## src/rtl/seq_pkg.sv

```systemverilog
// seq_pkg: shared types and constants for the 111/101 pattern transmitter.
//   tx_state_t : transmitter FSM states
//   GAP_MIN    : smallest idle-zero gap that returns the detector to idle
//   eff_gap()  : raises a too-small gap parameter to GAP_MIN
package seq_pkg;

  typedef enum logic [1:0] {
    TX_IDLE  = 2'd0,
    TX_SHIFT = 2'd1,
    TX_GAP   = 2'd2
  } tx_state_t;

  localparam int GAP_MIN = 2;

  // Two zeros drive the detector back to idle from any state, so a
  // shorter gap would let one frame's tail bits leak into the next frame.
  function automatic int eff_gap(input int g);
    return (g < GAP_MIN) ? GAP_MIN : g;
  endfunction

endpackage

```

## src/rtl/seq_hit_model.sv

```systemverilog
// seq_hit_model: 3-bit history of the bits sent in the current frame and
// the overlapping 111/101 hit flag for the bit currently presented.
// Ports:
//   clk       in  clock, rising edge
//   rst       in  asynchronous active-low reset
//   clr       in  clear the history (start of a new frame)
//   bit_valid in  bit_in carries a frame bit this cycle
//   bit_in    in  current frame bit (bit k)
//   hit       out bit k closes a 111 or 101 window (combinational)
module seq_hit_model (
  input  logic clk,
  input  logic rst,
  input  logic clr,
  input  logic bit_valid,
  input  logic bit_in,
  output logic hit
);

  // hist[1] is bit k-2, hist[0] is bit k-1. Clearing to zero means the
  // first two bits of a frame can never produce a hit.
  logic [1:0] hist;

  always_ff @(posedge clk or negedge rst) begin
    if (!rst) begin
      hist <= 2'b00;
    end else if (clr) begin
      hist <= 2'b00;
    end else if (bit_valid) begin
      hist <= {hist[0], bit_in};
    end
  end

  // 111 and 101 both reduce to "bit k and bit k-2 are set".
  assign hit = bit_valid & bit_in & hist[1];

endmodule

```

## src/rtl/seq_pattern_tx.sv

```systemverilog
// seq_pattern_tx: serial pattern transmitter feeding a 111/101 overlapping
// detector. A frame is accepted over valid/ready, shifted out MSB-first,
// followed by a zero gap; the expected detector hit count is reported.
// Ports:
//   clk        in   clock, rising edge
//   rst        in   asynchronous active-low reset
//   load_valid in   frame offered
//   load_ready out  frame can be accepted (state is IDLE)
//   load_data  in   frame bits, bit len-1 sent first
//   load_len   in   bits to send; 0 or >WIDTH means WIDTH
//   o          out  serial bit, 0 whenever o_valid is low
//   o_valid    out  a frame bit is on o
//   done       out  one-cycle pulse in the first gap cycle
//   exp_hits   out  expected detector hits for the last completed frame
//   dbg_state  out  current FSM state (tx_state_t encoding)
//
// Handshake: a transfer happens on a rising edge where load_valid and
// load_ready are both high; load_data/load_len are sampled only then,
// and load_valid may be held high to queue the next frame.
module seq_pattern_tx
  import seq_pkg::*;
#(
  parameter int WIDTH      = 8,
  parameter int CNT_W      = $clog2(WIDTH + 1),
  parameter int GAP_CYCLES = 2
) (
  input  logic             clk,
  input  logic             rst,
  input  logic             load_valid,
  output logic             load_ready,
  input  logic [WIDTH-1:0] load_data,
  input  logic [CNT_W-1:0] load_len,
  output logic             o,
  output logic             o_valid,
  output logic             done,
  output logic [CNT_W-1:0] exp_hits,
  output logic [1:0]       dbg_state
);

  localparam int               GAP_EFF  = eff_gap(GAP_CYCLES);
  localparam int               GAP_W    = $clog2(GAP_EFF);
  localparam logic [CNT_W-1:0] WIDTH_C  = CNT_W'(WIDTH);
  localparam logic [GAP_W-1:0] GAP_LAST = GAP_W'(GAP_EFF - 1);

  tx_state_t        state_q;
  logic [WIDTH-1:0] shreg;     // remaining bits, next bit at the MSB
  logic [CNT_W-1:0] bit_cnt;   // bits still to send after the one on o
  logic [GAP_W-1:0] gap_cnt;   // gap cycles left after the current one
  logic [CNT_W-1:0] hit_cnt;   // hits counted for bits already sent

  logic [CNT_W-1:0] len_eff;
  logic [CNT_W-1:0] shamt;
  logic [WIDTH-1:0] aligned;
  logic [CNT_W-1:0] hit_sum;
  logic             accept;
  logic             hit;

  assign load_ready = (state_q == TX_IDLE);
  assign accept     = load_valid & load_ready;
  assign dbg_state  = state_q;

  // Left-align the frame so the first bit always sits at the MSB and the
  // shifter never needs a variable bit index.
  always_comb begin
    len_eff = load_len;
    if (load_len == '0 || load_len > WIDTH_C) begin
      len_eff = WIDTH_C;
    end
    shamt   = WIDTH_C - len_eff;
    aligned = load_data << shamt;
  end

  // The bit on o during a SHIFT cycle is judged against its history in
  // that same cycle, so hit_sum already includes the current bit.
  assign hit_sum = hit_cnt + CNT_W'(hit);

  seq_hit_model u_hit (
    .clk       (clk),
    .rst       (rst),
    .clr       (accept),
    .bit_valid (o_valid),
    .bit_in    (o),
    .hit       (hit)
  );

  always_ff @(posedge clk or negedge rst) begin
    if (!rst) begin
      state_q  <= TX_IDLE;
      shreg    <= '0;
      bit_cnt  <= '0;
      gap_cnt  <= '0;
      hit_cnt  <= '0;
      o        <= 1'b0;
      o_valid  <= 1'b0;
      done     <= 1'b0;
      exp_hits <= '0;
    end else begin
      done <= 1'b0;
      case (state_q)
        TX_IDLE: begin
          if (load_valid) begin
            o       <= aligned[WIDTH-1];
            o_valid <= 1'b1;
            shreg   <= aligned << 1;
            bit_cnt <= len_eff - CNT_W'(1);
            hit_cnt <= '0;
            state_q <= TX_SHIFT;
          end
        end
        TX_SHIFT: begin
          hit_cnt <= hit_sum;
          if (bit_cnt == '0) begin
            // Last bit is on o now; done lines up with the detector's
            // registered output for that bit.
            o        <= 1'b0;
            o_valid  <= 1'b0;
            done     <= 1'b1;
            exp_hits <= hit_sum;
            gap_cnt  <= GAP_LAST;
            state_q  <= TX_GAP;
          end else begin
            o       <= shreg[WIDTH-1];
            shreg   <= shreg << 1;
            bit_cnt <= bit_cnt - CNT_W'(1);
          end
        end
        TX_GAP: begin
          if (gap_cnt == '0) begin
            state_q <= TX_IDLE;
          end else begin
            gap_cnt <= gap_cnt - GAP_W'(1);
          end
        end
        default: begin
          state_q <= TX_IDLE;
        end
      endcase
    end
  end

endmodule

```

## config.mk

```make
export PLATFORM = sky130hd
export DESIGN_NAME = seq_pattern_tx
export DESIGN_NICKNAME = d
export VERILOG_FILES = /design/src/rtl/seq_pkg.sv /design/src/rtl/seq_hit_model.sv /design/src/rtl/seq_pattern_tx.sv
export SDC_FILE = /design/constraint.sdc
export NUM_CORES = 1
export LEC_CHECK = 0
export CAP_MARGIN = 20
export CELL_PAD_IN_SITES_DETAIL_PLACEMENT = 0
export CELL_PAD_IN_SITES_GLOBAL_PLACEMENT = 1
export CORE_ASPECT_RATIO = 0.8
export CORE_UTILIZATION = 40
export DETAILED_ROUTE_END_ITERATION = 16
export DONT_BUFFER_PORTS = 1
export PLACE_DENSITY_LB_ADDON = 0.1
export SYNTH_ARGS = -nofsm -noshare
export SYNTH_HDL_FRONTEND = slang
export SYNTH_SLANG_ARGS = --single-unit
export TNS_END_PERCENT = 30
```

## constraint.sdc

```tcl
create_clock -name clk -period 4.63 [get_ports clk]
set_input_delay 0.6945 -clock clk [delete_from_list [all_inputs] [get_ports clk]]
set_output_delay 0.6945 -clock clk [all_outputs]
set_load 0.1 [all_outputs]
```

==> impl_metrics.json, run 1 <==
{
  "status": "finished clean",
  "nets": 174,
  "clock_path_buffers": 2,
  "grt_pass1_wl_um": 5320,
  "grt_pass1_vias": 1059,
  "synth_fp_nets": 178,
  "swShare_pct": 53.0,
  "drv_slew": 0,
  "routed_wl_um": 3180,
  "synth_edf_count": 0,
  "viasPerCell": 5.82,
  "drive_above_1_share_pct": 13.0,
  "yosysUniqueCellTypes": 44,
  "num_rows": 19,
  "fin_skew_ps": 5.07,
  "vias": 1140,
  "clkSinkCount": 27,
  "ys_ff_latch": 27,
  "max_stage_delay_ps": 1010,
  "min_path_type": "in2async",
  "die_x_um": 71.6,
  "die-area_um2": 4130,
  "htreeDepth": 1,
  "worstPathArrival_ps": 2080,
  "cts-resized-gates": 0,
  "combPwrFrac_pct": 36.9,
  "grt_overflow": 0,
  "post_cts_buffers": 0,
  "start_kind": "flip-flop",
  "cp_top_family": "simple AND/OR/NAND/NOR gates",
  "ys.flop_type": "dfrtp_1",
  "regArea_um2": 676,
  "timing_hold_violations_final": 0,
  "synth_async_sr_flop_share_pct": 100,
  "end_kind": "output pin",
  "grt.met1_usage_pct": 27.0,
  "worst_slew_pin_slew_ps": 1050,
  "root_buffer": "clkbuf_8",
  "antenna_found_initial": 0,
  "pre_cts_slack_ps": 2020,
  "rsz0062_at_grt": "no",
  "clock.fmax_mhz": 361,
  "portBuffers": 0,
  "dr.first_iter.drc_count": 75,
  "start_util_pct": 43.5,
  "cts_buffers": 3,
  "timing.max_cap.violations": 0,
  "use_met3_pct": 4.70,
  "antenna_left": 0,
  "yosysWarnings": 0,
  "slew_headroom_pct": 29.9,
  "io_pins": 25,
  "synth_area_um2": 1550,
  "seq_power_share_pct": 52.0,
  "finalWorstSetupSlack_ps": 1860,
  "dp_hpwl_um": 2350,
  "clkSlewWorstSetupHoldPaths_ps": 90,
  "cellPowerDensity_nw_per_um2": 736,
  "power.switching_uw": 624,
  "slowest_stage": "nor2_2",
  "grt.busiest_layer": "met1",
  "period_share_pct": 59.9,
  "drc": 0,
  "tns_ps": 0,
  "timing.final.crit_period_ps": 2770,
  "vdd_ir_drop_max_mv": 0.317,
  "fillerInstances": 340,
  "cp_max_fo": 7,
  "grt.total_usage_pct": 16.9,
  "power.internal_uw": 553,
  "core_area_um2": 3570,
  "firstDrtPassIters": 4,
  "hold_ws_ps": 108,
  "fp.dieH_um": 57.7,
  "power_frac_clock_pct": 11.1,
  "met2_usage_pct": 23.0,
  "setup_viol": 0,
  "synth-seq-area-share_pct": 43.6,
  "cts_tree": "done",
  "syn_avg_cell_area_um2": 9.75,
  "insertion_delay_ps": 270,
  "crit_type": "reg2out",
  "syn_to_final_growth_pct": 3.15,
  "multi_input_area_um2": 800,
  "synth_cells": 159,
  "globalplace.congestion": 0.719,
  "grt_max_degree": 28,
  "cts_hold_buf": 0,
  "wl_per_cell_um": 16.2,
  "diodes": 0,
  "p_leak_uw": 0.000690,
  "required_ps": 3940,
  "path_cells": "nor2_2",
  "crit_buf_inv": 0
}
routing by layer:
layer / routed length, um / up-vias / share of wire [%]
met5: 0 / - / 0
met4: 16 / 0 / 0.50
met3: 163 / 2 / 5.1
met2: 1250 / 27 / 39
met1: 1750 / 547 / 55
li1: - / 564 / -
sequential cells by signal (all words and copies together), names as in the netlist:
signal,flops
o,1
shreg,7
u_hit.hist,2
done,1
bit_cnt,4
gap_cnt,1
exp_hits,4
dbg_state,2
hit_cnt,4
o_valid,1
power by group through the flow:
stage	clock network, uW	registers [uW]	logic (uW)
final	131	612	434
after global routing	144	626	488
after CTS	136	612	441
after detailed placement	0	617	441
after global placement	0	616	433
after floorplan	0	597	389
path summary, 6_finish.rpt:
path	slack, ps	endpoint	from	cells after the start
max	1860	load_ready	dbg_state[1]	1
min	110	shreg[5]	rst	0
max reg2reg	2000	exp_hits[0]	dbg_state[0]	3
min reg2reg	490	shreg[1]	shreg[1]	2
max in group asynchronous	4440	shreg[7]	rst	0
min in group clk	490	shreg[1]	shreg[1]	2
cells in the final DEF, fill, tap and decap left out, types with 2 or more instances in the layout:
cell / n
mux2_2: 4
nor2b_1: 2
nor3_1: 2
nor3b_1: 3
dfrtp_1: 27
or3b_2: 2
o21ai_0: 9
clkbuf_8: 3
a21oi_1: 12
mux2i_1: 5
nor2_1: 11
or2_2: 2
a22o_1: 4
nand2b_1: 6
a31oi_1: 4
o22ai_1: 2
xnor2_1: 3
nand3_1: 5
inv_1: 4
mux2_4: 2
ha_1: 4
nand2_1: 12
o2111ai_1: 2
o211ai_1: 4
cell families after synthesis:
logic type	share of synthesized area (%)
AO/OA/AOI/OAI	18.6
adder cells (fa/ha/maj)	3.23
flip-flops	43.6
AND/OR/NAND/NOR	17.8
buffers and inverters	5.00
multiplexers	9.52
XOR/XNOR	2.26
area by class of cell:
type | count | share of cell area (%)
multi-input cells | 117 | 50.0
flip-flops and latches | 27 | 42.3
well taps | 42 | 3.29
clock buffers | 4 | 2.82
inverters | 5 | 1.17
repair buffers | 1 | 0.469
worst register-to-register path, stage by stage (launching register included):
cell      delay [ps]
dfrtp_1         1050
nand2b_1         590
or2_1            530
mux2_4           350
synth_stat cells (4+ instances only):
library cell | count | share of area [%]
inv_1 | 4 | 0.97
dfrtp_1 | 27 | 44
a21oi_1 | 12 | 3.9
clkbuf_1 | 5 | 1.2
a31oi_1 | 4 | 1.6
o211ai_1 | 4 | 1.9
o21ai_0 | 9 | 2.9
nor2_1 | 12 | 2.9
a22o_1 | 4 | 2.3
mux2i_1 | 5 | 3.2
nand3_1 | 5 | 1.6
nand2b_1 | 6 | 2.4
ha_1 | 4 | 3.2
nand2_1 | 12 | 2.9
mux2_2 | 4 | 2.9
through the flow:
stage,area [um^2],cells,utilization (%),total power (uW)
final,1600,196,44.8,1180
after global routing,1600,196,44.8,1260
after CTS,1600,196,44.8,1190
after detailed placement,1550,192,43.6,1060
after global placement,1550,192,43.6,1050
after floorplan,1550,159,-,987
Note: power is estimated with default switching activity, not from simulation.
==> inputs of run 2 (changes only) <==
ABC_AREA = 1   (was not set)
clock period = 2.7 ns   (was 4.63 ns; I/O delays follow)
==> impl_metrics.json, run 2 <==
{
  "fin_skew_ps": 1.12,
  "synthXorXnorAreaFrac_pct": 1.66,
  "regMostFlops": "shreg",
  "timing.final.crit_period_ps": 1830,
  "num_rows": 20,
  "synthMuxAreaShare_pct": 0,
  "synth_edf_count": 0,
  "status": "finished clean",
  "firstDrtPassIters": 4,
  "globalplace.congestion": 1.02,
  "synth_area_um2": 1590,
  "grt_pass1_vias": 1294,
  "crit_start": "dbg_state[0]",
  "synth_cells": 209,
  "clkSinkCount": 27,
  "grt_overflow": 0,
  "ys.flop_type": "dfrtp_1",
  "synth.area.top_cells": "dfrtp_1, nand2_1, nand3_1",
  "pre_cts_slack_ps": 729,
  "synth-simple-area-share_pct": 35.3,
  "placed_area_um2": 1670,
  "die_x_um": 72.4,
  "stdcell_count": 272,
  "start_kind": "flip-flop",
  "syn_to_final_growth_pct": 10.2,
  "drv_slew": 0,
  "rsz0062_at_grt": "no",
  "synthMostInstantiatedCell": "nand2_1",
  "yosys.area_share.adder_pct": 3.16,
  "reg2reg_to": "shreg[7]",
  "vias": 1371,
  "synth_top_family_by_area": "simple AND/OR/NAND/NOR gates",
  "final_common_cell": "nand2_1",
  "dp_hpwl_um": 2740,
  "dp.cells": 266,
  "insertion_delay_ps": 270,
  "setup_viol": 0,
  "min_path_type": "in2reg",
  "core_area_um2": 3800,
  "htreeDepth": 1,
  "antenna_left": 0,
  "cp_max_fo": 12,
  "crit_type": "reg2reg",
  "end_kind": "flip-flop",
  "synth-compound-area-share_pct": 9.94,
  "synth_async_sr_flop_share_pct": 100,
  "syn_avg_cell_area_um2": 7.59,
  "clock_path_buffers": 2,
  "largest_reg_flops": 7,
  "tns_ps": 0,
  "nets": 237,
  "cellPowerDensity_nw_per_um2": 1280,
  "wl_per_cell_um": 12.9,
  "grt_pass1_wl_um": 5980,
  "grt.total_usage_pct": 18.4,
  "finish.utilization_pct": 45.9,
  "yosysTopAreaCell": "dfrtp_1",
  "period_share_pct": 67.9,
  "portBuffers": 0,
  "root_buffer": "clkbuf_8",
  "drive_above_1_share_pct": 11.1,
  "final_cell_mix": "nand2_1, dfrtp_1, inv_1",
  "synth_fp_nets": 228,
  "crit_end": "shreg[7]",
  "clkSlewWorstSetupHoldPaths_ps": 90,
  "die-area_um2": 4220,
  "vdd_ir_drop_max_mv": 0.808,
  "grt_max_degree": 28,
  "finalInstanceArea_um2": 1750,
  "yosysTopAreaCellShare_pct": 42.6,
  "clock.fmax_mhz": 546,
  "yosysWarnings": 0,
  "antenna_found_initial": 0,
  "io_pins": 25,
  "yosysUniqueCellTypes": 26,
  "cts_buffers": 3,
  "required_ps": 2870,
  "ys_ff_latch": 27,
  "routed_wl_um": 3500,
  "worstPathArrival_ps": 2000,
  "viasPerCell": 5.04,
  "worst_slew_pin_slew_ps": 901,
  "reg2reg_setup_slack_ps": 870,
  "cts_tree": "done",
  "p_leak_uw": 0.000893,
  "synth_common_cells": "nand2_1, dfrtp_1, inv_1, nor2_1, nand3_1",
  "finalWorstSetupSlack_ps": 868,
  "fp.dieH_um": 58.3,
  "synth-seq-area-share_pct": 42.6,
  "dr.first_iter.drc_count": 70,
  "drc": 0,
  "timing_hold_violations_final": 0,
  "slew_headroom_pct": 39.9,
  "start_util_pct": 41.7,
  "r2r_cells": 9,
  "timing.max_cap.violations": 0,
  "rr_startpoint": "dbg_state[0]",
  "diodes": 0
}
run 2: changes by cell type after synthesis, sizes merged, moves of 8 or more:
cell,before,now
nor2,12,22
o21ai,10,18
nand3,5,22
nand2,12,67
inv,5,23
run 2: worst max-delay path: stages (launching register included):
cell	delay (ps)
dfrtp_1	400
buf_4	250
nor2_4	120
nand2_1	220
nand2_2	280
inv_2	130
a21oi_1	130
nand2_1	60
nor2_1	90
nor2_1	40
run 2: what timing repair did:
action	CTS	global route
hold buffers	2	0
endpoints found under the hold margin	27	0
buffers inserted	0	0
endpoints found under the setup margin	0	0
resized for setup	0	0
run 2: layout make-up:
type | count | area [um^2]
repair buffers | 7 | 67.6
inverters | 23 | 88.8
multi-input cells | 156 | 801
flip-flops and latches | 27 | 676
well taps | 55 | 68.8
fillers | 395 | 2060
clock buffers | 4 | 45.0
run 2: layer usage:
metal,track usage [%],vias to the layer above,part of all wire (%)
met3,4.45,6,4.2
met2,27.6,33,40
met5,0,-,0
met1,27.4,634,54
met4,3.36,0,1.4
li1,-,698,-
run 2: where the power goes:
part	switching, uW	total (uW)	internal, uW
combinational	833	1140	308
clock	124	229	106
sequential	283	858	574
run 2: kinds of logic (layout without fill, tap and decap cells):
| group | Yosys count | in the layout |
|---|---|---|
| xor gates and xnor gates | 3 | 3 |
| and+or+nand+nor | 119 | 119 |
| buffers and inverters | 26 | 34 |
| DFF | 27 | 27 |
| AOI/OAI and AO/OA | 30 | 30 |
| adders and majority gates | 4 | 4 |
run 2: metrics by stage:
stage	total power, uW	hold slack, ps
after floorplan	1780	109
after global placement	2000	110
after detailed placement	2000	110
after CTS	2240	402
after global routing	2400	414
final	2230	395
run 2: worst min path at each step:
stage,from,endpoint,slack [ps],cells after the start
finish,load_data[0],shreg[1],390,2
global route,load_data[0],shreg[1],410,2
CTS,load_data[0],shreg[1],400,2
detailed placement,rst,bit_cnt[3],110,0
global placement,rst,bit_cnt[2],110,0
floorplan,rst,bit_cnt[0],110,0
